File: src/rtl/md_pkg.sv
// Shared types and constants for the multiply/divide sequencer.
package md_pkg;

  typedef enum logic [3:0] {
    S_IDLE, S_MUL, S_LOOKUP, S_NR_A, S_NR_B, S_Q_A, S_Q_B, S_Q_SEL, S_RESULT
  } state_e;

  // {oe1[1:0], oe2} per state
  localparam logic [2:0] OE_IDLE   = 3'b000;
  localparam logic [2:0] OE_MUL    = 3'b000;
  localparam logic [2:0] OE_LOOKUP = 3'b110;
  localparam logic [2:0] OE_NR_A   = 3'b110;
  localparam logic [2:0] OE_NR_B   = 3'b101;
  localparam logic [2:0] OE_Q_A    = 3'b011;
  localparam logic [2:0] OE_Q_B    = 3'b010;
  localparam logic [2:0] OE_Q_SEL  = 3'b000;

  localparam int unsigned PASSES_MUL    = 1;
  localparam int unsigned PASSES_DIV_SP = 8;
  localparam int unsigned PASSES_DIV_DP = 10;

  localparam logic [1:0] ITER_SP = 2'd2;
  localparam logic [1:0] ITER_DP = 2'd3;

  function automatic logic [2:0] oe_enc(input state_e s);
    case (s)
      S_MUL:    return OE_MUL;
      S_LOOKUP: return OE_LOOKUP;
      S_NR_A:   return OE_NR_A;
      S_NR_B:   return OE_NR_B;
      S_Q_A:    return OE_Q_A;
      S_Q_B:    return OE_Q_B;
      S_Q_SEL:  return OE_Q_SEL;
      default:  return OE_IDLE;
    endcase
  endfunction

  function automatic logic [3:0] last_pass_idx(input logic fdiv, input logic db);
    int unsigned n;
    n = !fdiv ? PASSES_MUL : (db ? PASSES_DIV_DP : PASSES_DIV_SP);
    return 4'(n - 1);
  endfunction

endpackage

File: src/rtl/md_pass_timer.sv
// Loadable down-counter; pass_last_o marks the final cycle of a LAT-cycle pass.
module md_pass_timer #(
  parameter int unsigned LAT = 2
) (
  input  logic clk,
  input  logic rst_n,
  input  logic load_i,
  output logic pass_last_o
);

  localparam logic [1:0] RELOAD = 2'(LAT - 1);

  logic [1:0] cnt_q, cnt_d;

  always_comb begin
    cnt_d = cnt_q;
    if (load_i)              cnt_d = RELOAD;
    else if (cnt_q != 2'd0)  cnt_d = cnt_q - 2'd1;
  end

  always_ff @(posedge clk or negedge rst_n) begin
    if (!rst_n) cnt_q <= '0;
    else        cnt_q <= cnt_d;
  end

  assign pass_last_o = (cnt_q == 2'd0);

endmodule

File: src/rtl/md_sequencer.sv
// Multiply/divide pass sequencer for an FP significand datapath.
// Optional MD_SEQ_PERF_EN adds perf_div_cnt, a count of consumed divide results.
module md_sequencer
  import md_pkg::*;
#(
  parameter int unsigned MUL_LAT = 2
) (
  input  logic        clk,
  input  logic        rst_n,
  input  logic        start_valid,
  output logic        start_ready,
  input  logic        op_fdiv,
  input  logic        op_db,
  input  logic [56:0] fq_dp,
  output logic        dp_fdiv,
  output logic        dp_db,
  output logic [1:0]  oe1,
  output logic        oe2,
  output logic [3:0]  pass_idx,
  output logic        busy,
  output logic        res_valid,
  input  logic        res_ready,
  output logic [56:0] res_fq
`ifdef MD_SEQ_PERF_EN
  ,
  output logic [15:0] perf_div_cnt
`endif
);

  state_e      state_q, state_d;
  logic        dp_fdiv_q, dp_db_q;
  logic [2:0]  oe_q, oe_d;
  logic [3:0]  pass_idx_q, pass_idx_d;
  logic [1:0]  iter_q, iter_d;
  logic        res_valid_q;
  logic [56:0] res_fq_q;
  logic        pass_last, timer_load, accept, capture, in_pass;

  md_pass_timer #(.LAT(MUL_LAT)) u_timer (
    .clk         (clk),
    .rst_n       (rst_n),
    .load_i      (timer_load),
    .pass_last_o (pass_last)
  );

  assign start_ready = (state_q == S_IDLE) || (state_q == S_RESULT && res_ready);
  assign accept      = start_valid && start_ready;
  assign in_pass     = (state_q != S_IDLE) && (state_q != S_RESULT);
  assign capture     = in_pass && pass_last &&
                       (pass_idx_q == last_pass_idx(dp_fdiv_q, dp_db_q));

  always_comb begin
    state_d = state_q;
    case (state_q)
      S_IDLE:   if (accept) state_d = op_fdiv ? S_LOOKUP : S_MUL;
      S_MUL:    if (pass_last) state_d = S_RESULT;
      S_LOOKUP: if (pass_last) state_d = S_NR_A;
      S_NR_A:   if (pass_last) state_d = S_NR_B;
      S_NR_B:   if (pass_last) state_d = (iter_q == 2'd1) ? S_Q_A : S_NR_A;
      S_Q_A:    if (pass_last) state_d = S_Q_B;
      S_Q_B:    if (pass_last) state_d = S_Q_SEL;
      S_Q_SEL:  if (pass_last) state_d = S_RESULT;
      S_RESULT: if (res_ready) state_d = accept ? (op_fdiv ? S_LOOKUP : S_MUL) : S_IDLE;
      default:  state_d = S_IDLE;
    endcase

    iter_d = iter_q;
    if (accept)                              iter_d = op_db ? ITER_DP : ITER_SP;
    else if (state_q == S_NR_B && pass_last) iter_d = iter_q - 2'd1;

    // Every non-terminal state change is a pass boundary, so it advances pass_idx.
    pass_idx_d = pass_idx_q;
    if (accept || state_d == S_IDLE)                   pass_idx_d = '0;
    else if (state_d != state_q && state_d != S_RESULT) pass_idx_d = pass_idx_q + 4'd1;

    timer_load = (state_d != state_q);
    oe_d       = (state_d == S_RESULT) ? oe_q : oe_enc(state_d);
  end

  always_ff @(posedge clk or negedge rst_n) begin
    if (!rst_n) begin
      state_q     <= S_IDLE;
      dp_fdiv_q   <= 1'b0;
      dp_db_q     <= 1'b0;
      oe_q        <= '0;
      pass_idx_q  <= '0;
      iter_q      <= '0;
      res_valid_q <= 1'b0;
      res_fq_q    <= '0;
    end else begin
      state_q     <= state_d;
      oe_q        <= oe_d;
      pass_idx_q  <= pass_idx_d;
      iter_q      <= iter_d;
      res_valid_q <= (state_d == S_RESULT);
      if (accept) begin
        dp_fdiv_q <= op_fdiv;
        dp_db_q   <= op_db;
      end
      if (capture) res_fq_q <= fq_dp;
    end
  end

`ifdef MD_SEQ_PERF_EN
  logic [15:0] perf_q;

  always_ff @(posedge clk or negedge rst_n) begin
    if (!rst_n)                                      perf_q <= '0;
    else if (res_valid_q && res_ready && dp_fdiv_q)  perf_q <= perf_q + 16'd1;
  end

  assign perf_div_cnt = perf_q;
`endif

  assign dp_fdiv   = dp_fdiv_q;
  assign dp_db     = dp_db_q;
  assign oe1       = oe_q[2:1];
  assign oe2       = oe_q[0];
  assign pass_idx  = pass_idx_q;
  assign busy      = (state_q != S_IDLE);
  assign res_valid = res_valid_q;
  assign res_fq    = res_fq_q;

endmodule

File: config.mk
export PLATFORM = sky130hd
export DESIGN_NAME = md_sequencer
export DESIGN_NICKNAME = d
export VERILOG_FILES = /design/src/rtl/md_pkg.sv /design/src/rtl/md_pass_timer.sv /design/src/rtl/md_sequencer.sv
export SDC_FILE = /design/constraint.sdc
export NUM_CORES = 1
export LEC_CHECK = 0
export ABC_AREA = 1
export BUFFER_PORTS_ARGS = -buffer_cell sky130_fd_sc_hd__buf_4
export CORE_UTILIZATION = 49
export CTS_CLUSTER_SIZE = 24
export DETAILED_ROUTE_END_ITERATION = 8
export PLACE_DENSITY = 0.78
export SYNTH_ARGS = -nofsm -noshare
export SYNTH_HDL_FRONTEND = slang
export SYNTH_SLANG_ARGS = --single-unit
File: constraint.sdc
create_clock -name clk -period 2.4 [get_ports clk]
set_clock_uncertainty 0.2 [all_clocks]
set_input_delay 0.48 -clock clk [delete_from_list [all_inputs] [get_ports clk]]
set_output_delay 0.48 -clock clk [all_outputs]
set_load 0.01 [all_outputs]
* Word level (Yosys, flattened, before mapping)
Index checks and enable logic that the tools add are counted.
** Storage, ports and cells
- Memories kept :: 0
- Output and inout port bits :: 69
- Logic and storage cells :: 73
- RAM bits :: 0
- Latch bits :: 0
- Flip-flop bits (word level) :: 75
- Bits of input ports :: 63
- Memory bits (read-only) :: 0
** Cells by class
- Bitwise logic cells :: 0
- Equality and inequality tests :: 19
- Multiply operators :: 0
- Add/sub/neg operators :: 4
- Reduce and logical (&&, ||, !) cells :: 19
- Div/mod/pow operators :: 0
- Shift-type cells :: 0
- Mux-type cells :: 22
- Magnitude comparators :: 0
** Operators by type and width (count)
- 2-to-1 mux 4 bit :: 11
- case mux 4 bit (8 select lines) :: 1
- == test 4 x 3 -> 1 bit (second input constant) :: 7
- == test 4 x 2 -> 1 bit (second input constant) :: 4
- 2-to-1 mux 2 bit :: 7
- case mux 3 bit (4 select lines) :: 1
- == test 4 bit (second input constant) :: 2
- zero test 4 bit :: 2
- inequality test 4 bit (second input constant) :: 2
- nonzero test 2 bit :: 4
- logical AND 1 bit :: 7
- adder 4 x 1 -> 4 bit (second input constant) :: 1
- == test 4 x 1 -> 1 bit (second input constant) :: 1
- == test 4 bit :: 1
- inequality test 4 bit :: 1
- nonzero test 4 bit :: 1
- OR reduction 2 bit :: 2
- subtractor 2 x 1 -> 2 bit (second input constant) :: 2
- subtractor 4 x 1 -> 4 bit (second input constant) :: 1
- 2-to-1 mux 3 bit :: 1
- == test 2 x 1 -> 1 bit (second input constant) :: 1
- zero test 2 bit :: 1
- logical OR 1 bit :: 2
- 2-to-1 mux 1 bit :: 1

* Logic depth before layout (Yosys ltp)
Gate-level depths: netlist of the first run.
- Word-level depth :: 11
- Gate-level depth with buffers :: 18
- Depth with buffers taken out :: 17

* Modules after synthesis
A second synthesis of the first run with hierarchy kept.
** Second synthesis, totals
- Cells, all modules :: 278
- Area, all modules :: 3342.0 µm²
** By module, submodules not included
- md_sequencer :: seq. area each 1826.8 µm², area each 3234.4 µm², cells an instance 264, instances 1
- md_pass_timer :: seq. area each 50.0 µm², area each 107.6 µm², cells an instance 14, instances 1

* Least setup slack after synthesis of the first run
Ideal clock, no wire load.
- Kind :: reg-to-reg
- Start :: register u_timer.cnt_q[0]
- End :: register pass_idx_q[0], in the netlist pass_idx[0]
- Arrival time :: 1721 ps
- Setup time :: 117 ps
- Buffers on the path :: 1
- Stages on the path, launching flop included :: 14
- Period minus slack after synthesis :: 2038 ps
- Slack :: 362 ps
- Cells stage by stage :: dfrtp_1 inv_1 ha_1 buf_2 nand2_1 inv_1 o21ai_0 nand3_1 nor2_1 inv_1 o21ai_1 nor2_1 nand2_1 nand2_1
** Between the ends
- Cells in the longest elaborated chain, start to end :: 6
** Ends and longest elaborated chain
- start, declared :: RTL line md_pass_timer.sv:13 : logic [1:0] cnt_q, cnt_d;
- start signal, assigned :: RTL line md_pass_timer.sv:23 : else cnt_q <= cnt_d;
- zero test 2 bit * :: RTL line md_pass_timer.sv:26 : assign pass_last_o = (cnt_q == 2'd0);
- 2-to-1 mux 4 bit (tied with other cells) :: RTL line md_sequencer.sv:56, md_sequencer.sv:62
- case mux 4 bit (8 select lines) * :: RTL line md_sequencer.sv:54 : case (state_q)
- net state_d[2] :: RTL line md_sequencer.sv:30 : state_e state_q, state_d;
- inequality test 4 bit / zero test 4 bit (equally long branches) :: RTL line md_sequencer.sv:74, md_sequencer.sv:73
- logical AND 1 bit / logical OR 1 bit (equally long branches) :: RTL line md_sequencer.sv:74, md_sequencer.sv:73
- nonzero test 2 bit (no source line) / 2-to-1 mux 4 bit (equally long branches)
- end signal, assigned :: RTL line md_sequencer.sv:93 : pass_idx_q <= pass_idx_d;
- end, declared :: RTL line md_sequencer.sv:33 : logic [3:0] pass_idx_q, pass_idx_d;
Mark *: on every way through the listed nets, which the timed path passes. The rest lies on a longest branch.
A chain may end at the register's enable or synchronous reset.

* Final worst setup path of the first run
- Start :: register state_q[2]
- End :: register pass_idx_q[0], in the netlist pass_idx[0]
** Between the ends
- Cells in the longest elaborated chain, start to end :: 10
** Ends and longest elaborated chain
- start, declared :: RTL line md_sequencer.sv:30
- start signal, assigned :: RTL line md_sequencer.sv:91 : state_q <= state_d;
- == test 4 bit :: RTL line md_sequencer.sv:46, md_sequencer.sv:54
- logical AND 1 bit :: RTL line md_sequencer.sv:46 : assign start_ready = (state_q == S_IDLE) || (state_q == S_RESULT && res_ready);
- logical OR 1 bit :: RTL line md_sequencer.sv:46
- logical AND 1 bit :: RTL line md_sequencer.sv:47 : assign accept = start_valid && start_ready;
- 2-to-1 mux 2 bit :: RTL line md_sequencer.sv:63 : S_RESULT: if (res_ready) state_d = accept ? (op_fdiv ? S_LOOKUP : S_MUL) : S_IDLE;
- 2-to-1 mux 4 bit :: RTL line md_sequencer.sv:63
- case mux 4 bit (8 select lines) * :: RTL line md_sequencer.sv:54
- net state_d[1] :: RTL line md_sequencer.sv:30
- inequality test 4 bit / zero test 4 bit (equally long branches) :: RTL line md_sequencer.sv:74, md_sequencer.sv:73
- logical AND 1 bit / logical OR 1 bit (equally long branches) :: RTL line md_sequencer.sv:74, md_sequencer.sv:73
- nonzero test 2 bit (no source line) / 2-to-1 mux 4 bit (equally long branches)
Marked as above.

==> qor.txt, run 1 <==
sequential element share of the synthesized area -> 0.5537
hold depth -> 3
share of the synthesized area in the top cell type -> 0.5537
CTS Buf Count -> 9
fin util -> 0.7272
htree depth -> 3
IO Count -> 132
number of buffers added on ports -> 131
prevailing post-synth register cell -> dfrtp_1
first-pass GRT wire length -> 13.92 mm
fillers -> 509
Unique masters post-synth -> 25
FMAX -> 455.9 MHz
Worst setup EP type -> register
ys async rst share -> 1.000
area grow syn2layout -> 39.35%
CTS tree -> yes
routed wire length -> 8.487 mm
largest net degree at the start of global routing -> 58
Switch Pwr -> 3.094 mW
Total GRT Usage -> 0.2429
Final period util -> 0.9139
number of flops mapped to enable cells by yosys -> 0
initial antenna violation count -> 0
Comb power frac -> 0.526
Synth area leader -> dfrtp_1
1st-iter DRT viols -> 256
root buf cell -> clkbuf_8
Post-DRT Antenna Nets -> 0
DRT Pass-1 Iters -> 5
share of post-route cells with drive strength above 1 -> 0.3193
Slew Limit Fails -> 0
Die Wd -> 85.17 um
Clock power frac -> 0.152
Final Hold Viols -> 0
DIE AREA -> 7254 um^2
CP Launch Type -> register
final net count -> 606
Vias -> 3173
# DRC -> 0
Slew HR -> 0.6378
sw frac -> 0.4321
Synthesized Nets -> 475
Critical Path AT -> 2.22 ns
Critical Path RT -> 2.43 ns
R2R cell count -> 12
WS Path Type -> reg -> reg
Die Ht -> 85.17 um
syn avg cell area -> 8.287 um^2
hpwl dp -> 6.106 mm
P per Cell Area -> 1516 nW/um^2
internal power -> 4.066 mW
worst hold path class -> in -> reg
Lkg Pwr -> 2.629 nW
insertion delay to the later sink of the worst-skew pair -> 0.34 ns
Tmin final -> 2.193 ns
average routed wire per standard cell -> 13.64 um
Synth area leaders -> dfrtp_1 (55%), nand2_1 (18%), nand3_1 (11%)
Max VDD drop -> 0.8436 mV
Vias per Instance -> 5.101
gpl congestion -> 0.8728
initial core utilization -> 0.5219
clock sink count -> 75
vias in the first global route -> 2973
register share of total power -> 0.322
# diodes -> 0
placed cell area -> 4462 um^2
Ys Warns -> 0
core footprint -> 6495 um^2
Clock Pin Slew Worst Setup and Hold Paths -> 0.08 ns
CTS max path bufs -> 2
status -> completed
# setup viols final -> 0
row cnt -> 29
Synth Register Bits -> 75
worst slew pin tran -> 0.5433 ns
CP Max Fanout -> 6
total grt overflow -> 0
crit-path max cell delay -> 0.45 ns
Max Cap Viol -> 0
cell area after layout -> 4723 um^2
synthesized cell area -> 3390 um^2
crit-path cells -> nor2_1 > nand2_1 > nand2_2 > nand3_2 > nand2_2 > inv_2 > nand3_1 > nor2_1 > nor2_4 > nand2_2 > nand2_1 > nand2_1
Mapped Cells -> 409
CP max-delay cell -> dfrtp_1
timing repair:
item                       in CTS  in global routing
setup buffers                   0                  0
pin swaps                       0                  1
gates resized for setup         1                  5
hold buffers                    1                  0
setup endpoints to repair       1                  4
hold endpoints to repair       24                  0
Yosys cell counts, types with 2 or more instances:
cell type and instances:
nor2_1 24, xor2_1 2, nand3_1 76, nand4_1 5
dfrtp_1 75, inv_1 17, o21ai_0 3, ha_1 3
buf_2 12, inv_2 4, nand2_1 162, nand2_2 6
clkbuf_1 7, nand3_2 2
cells by family after synthesis:
group	Yosys count	synth area share
and+or+nand+nor	277	0.3496
DFF	75	0.5537
buffers and inverters	41	0.05094
AOI/OAI and AO/OA	10	0.02694
xor gates and xnor gates	3	0.007753
adders and majority gates	3	0.01108
path summary, 6_finish.rpt:
| path | from | end | slack, ns |
|---|---|---|---|
| setup reg to reg | state_q[2] | pass_idx[0] | 0.21 |
| setup / recovery | state_q[2] | pass_idx[0] | 0.21 |
| min in group asynchronous | rst_n | iter_q[0] | 0.40 |
| max in group asynchronous | rst_n | res_fq[3] | 1.06 |
| hold reg to reg | res_fq[13] | res_fq[13] | 0.27 |
| hold / removal | fq_dp[18] | res_fq[18] | 0.16 |
through the flow:
stage                     setup TNS, ns  std cells  power, mW  setup slack (ns)  hold WS (ns)
after floorplan                       0        409      4.493            0.3618      -0.01559
after global placement                0        605      5.894            0.1946        0.2077
after detailed placement              0        605      6.022           0.05509        0.2079
after CTS                             0        622      7.140           0.07230        0.1545
after global routing           -0.01532        622      7.772         -0.009646        0.1571
final                                 0        622      7.160            0.2065        0.1650
cell usage in the layout (no fill, tap or decap):
cell type      Yosys  routed
a21oi_1            1       1
buf_12             0       1
nand2_2            6       7
bufinv_16          0       2
inv_2              4       4
nand2_1          162     161
o211ai_1           1       1
clkinv_2           0       1
a221oi_4           0       1
ha_4               0       1
nor2_4             1       1
xnor2_1            1       1
dlygate4sd3_1      0       1
clkinvlp_4         0       1
nand4_1            5       5
nor2_1            24      23
nand3_1           76      75
a211oi_1           1       1
nand3_2            2       3
xor2_1             2       2
clkbuf_8           0      11
o21ai_1            1       1
buf_4              1     138
nor2_2             0       1
ha_1               3       2
clkbuf_1           7       1
a22o_1             1       1
or2_1              1       1
o21ai_2            0       1
dfrtp_1           75      75
inv_1             17      17
a2111oi_4          1       1
o21ai_0            3       2
sequential cells by signal (all words and copies together), names as in the netlist:
register,count
dp_db,1
dp_fdiv,1
iter_q,2
oe_q,3
pass_idx,4
res_fq,57
res_valid,1
state_q,4
u_timer.cnt_q,2
per-layer routing:
layer	vias up	global-route usage	share of wire
met3	9	0.06031	0.079
li1	1571	-	-
met4	0	0.08937	0.013
met2	136	0.3812	0.47
met1	1457	0.3294	0.44
met5	-	0	0
critical path: cells and delay by family, from the launching register on:
family,cells,cell delay (ns)
and+or+nand+nor,11,1.37
DFF,1,0.45
buffers and inverters,1,0.06
final cells by class:
cell class / instances / area [um^2] / area share
Clock buffer: 12 / 155.1 / 0.03285
Clock inverter: 4 / 72.57 / 0.01536
Inverter: 21 / 78.83 / 0.01669
Multi-Input combinational cell: 293 / 1378 / 0.2917
Sequential cell: 75 / 1877 / 0.3974
Tap cell: 77 / 96.34 / 0.02040
Timing Repair Buffer: 140 / 1066 / 0.2257
power groups by stage:
stage          Combinational, mW  Sequential [mW]  Clock, mW
2_1_floorplan               1.98             2.51          0
3_3_place_gp                3.59             2.30          0
3_5_place_dp                3.70             2.32          0
4_1_cts                     3.73             2.30       1.11
5_1_grt                     4.20             2.39       1.18
6_report                    3.77             2.31       1.09
(Power assumes the default switching activity.)
==> inputs of run 2 (changes only) <==
==> constraint.sdc (replaced) <==
create_clock -name clk -period 2.4 [get_ports clk]
set_clock_uncertainty 0.2 [all_clocks]
set_input_delay 0.36 -clock clk [delete_from_list [all_inputs] [get_ports clk]]
set_output_delay 0.36 -clock clk [all_outputs]
set_load 0.01 [all_outputs]
==> run 2 against run 1 <==
Register-to-register slack worse by 0.07 ns. First-iteration DRC count down 16%. Wire length rose by 2.0%. Via count up 0.69%. Flip-flop and latch count unchanged. Global-route usage is 0.93 points higher. Design area decreased by 0.66%. Die area is the same. Largest power group unchanged.
==> qor.txt, run 2 (synthesis results as in run 1) <==
htree depth -> 3 (unchanged)
Max VDD drop -> 0.8096 mV (-4.0%)
Slew HR -> 0.6242 (-0.01364)
CTS tree -> yes
Max Cap Viol -> 0 (unchanged)
vias in the first global route -> 3123 (+5.0%)
status -> completed
commonest non-fill, non-tap cell in the layout -> nand2_1
insertion delay to the later sink of the worst-skew pair -> 0.34 ns (about the same)
Critical Path RT -> 2.47 ns (+0.04 ns)
Final period util -> 0.9446 (+0.03066)
area of the multi-input gates -> 1378 um^2 (unchanged)
Slew Limit Fails -> 0 (unchanged)
largest net degree at the start of global routing -> 58 (unchanged)
total grt overflow -> 0 (unchanged)
Post-DRT Antenna Nets -> 0 (unchanged)
# diodes -> 0 (unchanged)
CP Max Fanout -> 6 (unchanged)
Total GRT Usage -> 0.2522 (+0.009308)
worst slew pin tran -> 0.5637 ns (+0.02045 ns)
Die Ht -> 85.17 um (unchanged)
Vias -> 3195 (+0.69%)
DIE AREA -> 7254 um^2 (unchanged)
row cnt -> 29 (unchanged)
Tmin final -> 2.267 ns (+0.07358 ns)
fillers -> 509 (unchanged)
FMAX -> 441.1 MHz (-3.2%)
Die Wd -> 85.17 um (unchanged)
# setup viols final -> 0 (unchanged)
Sequential Area -> 1877 um^2 (unchanged)
CTS max path bufs -> 2 (unchanged)
Lkg Pwr -> 2.623 nW (-0.23%)
fin util -> 0.7224 (-0.004816)
CP Launch Type -> register
Fin Setup TNS -> 0 ns (unchanged)
CP most frequent cell -> nor2_1
crit-path cells -> inv_1 > ha_4 > nor2_1 > o21ai_0 > nand3_2 > nor2_1 > inv_1 > nor2_1 > nor2_4 > nand2_2 > nand2_1 > nand2_1
worst hold path class -> in -> reg
1st-iter DRT viols -> 214 (-16%)
area grow syn2layout -> 38.43%
highest-count cells in the layout ignoring fill and taps -> nand2_1 (161), buf_4 (138), nand3_1 (75), dfrtp_1 (75), nor2_1 (23)
Clock Pin Slew Worst Setup and Hold Paths -> 0.08 ns (about the same)
Critical Path AT -> 2.34 ns (+0.12 ns)
number of buffers added on ports -> 131 (unchanged)
CTS Buf Count -> 9 (unchanged)
gpl congestion -> 0.8643 (-0.97%)
CP max-delay cell -> dfrtp_1
Finished Layout Cells -> 622 (unchanged)
Placed Cells -> 604 (-0.17%)
share of post-route cells with drive strength above 1 -> 0.3211 (+0.001835)
clock sink count -> 75 (unchanged)
initial antenna violation count -> 0 (unchanged)
initial core utilization -> 0.5219 (unchanged)
Worst setup EP type -> register
WS Path Type -> reg -> reg
DRT Pass-1 Iters -> 4 (-1)
Vias per Instance -> 5.137 (+0.69%)
P per Cell Area -> 1496 nW/um^2 (-1.3%)
# DRC -> 0 (unchanged)
crit-path max cell delay -> 0.38 ns (-0.07 ns)
final net count -> 607 (+0.17%)
hpwl dp -> 6.226 mm (+2.0%)
routed wire length -> 8.658 mm (+2.0%)
max reg flops -> 57 (unchanged)
Final Hold Viols -> 0 (unchanged)
first-pass GRT wire length -> 14.30 mm (+2.7%)
root buf cell -> clkbuf_8
IO Count -> 132 (unchanged)
core footprint -> 6495 um^2 (unchanged)
average routed wire per standard cell -> 13.92 um (+2.0%)
[run 2: critical path, delay by kind of cell (launching register included)]
family	cells	cell delay (ns)
and+or+nand+nor	8	0.95
DFF	1	0.38
AOI/OAI and AO/OA	1	0.30
buffers and inverters	2	0.20
adders and majority gates	1	0.18
[run 2: power breakdown]
part / internal, mW / total (mW) / leakage (nW) / switching, mW
clock network: 0.499 / 0.944 / 0.102 / 0.445
logic: 1.54 / 3.76 / 1.60 / 2.22
registers: 1.89 / 2.31 / 0.920 / 0.421
total: 3.93 / 7.02 / 2.62 / 3.09
[run 2: final timing paths]
check	startpoint	cells after the start	end	slack [ns]
setup / recovery	u_timer.cnt_q[0]	12	pass_idx[2]	0.13
hold / removal	fq_dp[2]	3	res_fq[2]	0.04
setup reg to reg	u_timer.cnt_q[0]	12	pass_idx[2]	0.13
hold reg to reg	res_fq[43]	2	res_fq[43]	0.27
max in group asynchronous	rst_n	3	res_fq[43]	1.08
min in group asynchronous	rst_n	2	res_fq[35]	0.35
[run 2: layer usage]
metal / up-vias / routed length [um] / track usage
li1: 1573 / - / -
met2: 135 / 4154 / 0.4040
met4: 0 / 126 / 0.07550
met1: 1474 / 3611 / 0.3273
met3: 13 / 766 / 0.08463
met5: - / 0 / 0
[run 2: timing repair]
action                                  CTS  global route
buffers inserted                          0             2
gates resized for setup                   1             4
hold buffers                              1             0
endpoints found under the setup margin    3             4
hold endpoints to repair                 40             0
pin swaps                                 0             2
[run 2: through the flow]
stage               power (mW)  hold WS (ns)  instance area [um^2]  setup slack, ns
finish                   7.020       0.03962                  4692           0.1329
global route             7.630       0.02083                  4692         -0.02894
CTS                      7.003       0.02386                  4658          0.03816
detailed placement       6.029        0.1830                  4454          0.04109
global placement         5.895        0.1744                  4454           0.1960
floorplan                4.493       -0.1356                  3390           0.3618
[run 2: area by class of cell]
cell class,count,share of cell area
tap,77,0.02053
clock inverter,5,0.01147
sequential,75,0.4000
inverter,21,0.01680
timing repair buffer,141,0.2283
clock buffer,10,0.02933
multi-input combinational,293,0.2936
==> inputs of run 3 (changes only) <==
CELL_PAD_IN_SITES_DETAIL_PLACEMENT = 1   (was not set)
CELL_PAD_IN_SITES_GLOBAL_PLACEMENT = 2   (was not set)
CORE_UTILIZATION = 27   (was 49)
SLEW_MARGIN = 10   (was not set)
==> run 3 against run 2 <==
Maximum frequency increased by 3.3%. Worst hold slack improved by 0.013 ns. Register-to-register slack improved by 0.07 ns. Total power increased by 7.7%. Largest cell class unchanged. Sequential power about the same. Largest power group unchanged. Worst setup slack improved by 0.073 ns. Cell count increased by 15%.
==> qor.txt, run 3 (synthesis results as in run 1) <==
status -> completed
row cnt -> 40 (+38%)
hpwl dp -> 7.471 mm (+20%)
CP Max Fanout -> 6 (unchanged)
CP delay by family, top -> simple AND/OR/NAND/NOR gates
internal power -> 4.331 mW (+10%)
1st-iter DRT viols -> 134 (-37%)
Slew Limit Fails -> 0 (unchanged)
commonest non-fill, non-tap cell in the layout -> nand2_1
# setup viols final -> 0 (unchanged)
share of post-route cells with drive strength above 1 -> 0.3212 (about the same)
CTS max path bufs -> 2 (unchanged)
Critical Path AT -> 2.22 ns (-0.12 ns)
flop-to-flop setup slack -> 0.21 ns (+0.07 ns)
Finished Layout Cells -> 716 (+15%)
area grow syn2layout -> 46.14%
hold path endpoint -> res_fq[4]
total grt overflow -> 0 (unchanged)
Design Power -> 7.563 mW (+7.7%)
r2r endpoint -> pass_idx[0]
hold depth -> 3 (unchanged)
Critical R2R Launch -> state_q[2]
Clock power frac -> 0.170 (+0.036)
Critical Path RT -> 2.42 ns (-0.05 ns)
WP buf/inv -> 1 (-1)
IO Count -> 132 (unchanged)
Lkg Pwr -> 2.679 nW (+2.1%)
Worst setup EP type -> register
gpl congestion -> 0.7660 (-11%)
crit-path max cell delay -> 0.43 ns (+0.05 ns)
# diodes -> 0 (unchanged)
FMAX -> 455.7 MHz (+3.3%)
worst hold path class -> in -> reg
Sequential Area -> 1877 um^2 (unchanged)
sw frac -> 0.4274 (-0.01228)
largest net degree at the start of global routing -> 48 (-17%)
fillers -> 1471 (+190%)
Max Cap Viol -> 0 (unchanged)
first-pass GRT wire length -> 16.66 mm (+17%)
insertion delay to the later sink of the worst-skew pair -> 0.33 ns (about the same)
worst slew pin tran -> 0.5129 ns (-0.05083 ns)
worst hold start -> fq_dp[4]
Switch Pwr -> 3.233 mW (+4.7%)
Final Hold Viols -> 0 (unchanged)
area of the multi-input gates -> 1375 um^2 (-0.18%)
# DRC -> 0 (unchanged)
clock sink count -> 75 (unchanged)
DIE AREA -> 13010 um^2 (+79%)
htree depth -> 3 (unchanged)
Comb power frac -> 0.524 (-0.012)
WS Path Type -> reg -> reg
P per Cell Area -> 1527 nW/um^2 (+2.1%)
max reg flops -> 57 (unchanged)
CTS tree -> yes
hold slack final -> 0.05234 ns (+0.01271 ns)
core footprint -> 12110 um^2 (+86%)
Tmin final -> 2.194 ns (-0.07258 ns)
average routed wire per standard cell -> 14.46 um (+3.9%)
CP max-delay cell -> dfrtp_1
Clock Pin Slew Worst Setup and Hold Paths -> 0.06 ns (-0.02 ns)
register share of total power -> 0.306 (-0.024)
Placed Cells -> 698 (+16%)
CTS Buf Count -> 9 (unchanged)
Max VDD drop -> 0.5488 mV (-32%)
initial core utilization -> 0.2799 (-0.2420)
final net count -> 610 (+0.49%)
Slew HR -> 0.6581 (+0.03389)
routed wire length -> 10.35 mm (+20%)
number of buffers added on ports -> 131 (unchanged)
Vias -> 3192 (-0.094%)
R2R cell count -> 12 (unchanged)
DRT Pass-1 Iters -> 4 (unchanged)
CP Launch Type -> register
root buf cell -> clkbuf_16
vias in the first global route -> 3298 (+5.6%)
Vias per Instance -> 4.458 (-13%)
highest-count cells in the layout ignoring fill and taps -> nand2_1 (161), buf_4 (138), nand3_1 (76), dfrtp_1 (75), nor2_1 (22)
Total GRT Usage -> 0.1665 (-0.08569)
Post-DRT Antenna Nets -> 0 (unchanged)
Fin Setup TNS -> 0 ns (unchanged)
initial antenna violation count -> 0 (unchanged)
crit-path cells -> nor2_1 > nand2_1 > nand2_2 > nand3_2 > nand2_2 > inv_2 > nand3_1 > nor2_1 > nor2_4 > nand2_2 > nand2_1 > nand2_1
Die Ht -> 114.0 um (+34%)
Die Wd -> 114.0 um (+34%)
unrepaired setup endpoints after global routing -> no
Final period util -> 0.9144 (-0.03024)
run 3: what timing repair did:
item                                    CTS  global route
endpoints found under the setup margin    0             5
endpoints found under the hold margin    36             0
setup buffers                             0             2
resized for setup                         0             5
hold buffers                              1             0
run 3: worst register-to-register path, stage by stage, from the launching register on:
cell and delay [ns]:
dfrtp_1 0.43, nor2_1 0.27, nand2_1 0.17, nand2_2 0.14
nand3_2 0.11, nand2_2 0.13, inv_2 0.06, nand3_1 0.14
nor2_1 0.09, nor2_4 0.14, nand2_2 0.10, nand2_1 0.07
nand2_1 0.05
run 3: worst max path at each step:
stage | start | endpoint | slack, ns | cells past startpoint
6_report | state_q[2] | pass_idx[0] | 0.21 | 12
5_1_grt | state_q[2] | pass_idx[2] | 0.005 | 12
4_1_cts | u_timer.cnt_q[0] | pass_idx[0] | 0.008 | 17
3_5_place_dp | u_timer.cnt_q[0] | pass_idx[1] | 0.04 | 17
3_3_place_gp | u_timer.cnt_q[0] | pass_idx[2] | 0.17 | 17
2_1_floorplan | u_timer.cnt_q[0] | pass_idx[0] | 0.36 | 13
run 3: final cells by class:
cell class / instances / share of cell area
timing repair buffer: 144 / 0.2283
clock buffer: 14 / 0.05532
tap: 168 / 0.04244
sequential: 75 / 0.3789
multi-input combinational: 293 / 0.2776
clock inverter: 1 / 0.001516
inverter: 21 / 0.01591
run 3: through the flow:
stage | utilization | cell area, um^2 | setup slack [ns]
6_report | 0.4090 | 4954 | 0.2055
5_1_grt | 0.4090 | 4954 | 0.005205
4_1_cts | 0.4062 | 4920 | 0.008300
3_5_place_dp | 0.3821 | 4628 | 0.03606
3_3_place_gp | 0.3821 | 4628 | 0.1746
2_1_floorplan | - | 3390 | 0.3618
run 3: power by group through the flow:
stage / Sequential, mW / Combinational [mW] / Clock, mW
6_report: 2.31 / 3.96 / 1.29
5_1_grt: 2.41 / 4.43 / 1.38
4_1_cts: 2.32 / 3.99 / 1.34
2_1_floorplan: 2.51 / 1.98 / 0
3_5_place_dp: 2.33 / 3.98 / 0
3_3_place_gp: 2.32 / 3.88 / 0
run 3: per-layer routing:
metal / routed length [um] / share of wire / global-route usage
met1: 4504 / 0.44 / 0.2061
met2: 5143 / 0.50 / 0.2772
met3: 540 / 0.052 / 0.03879
met4: 165 / 0.016 / 0.07273
met5: 0 / 0 / 0
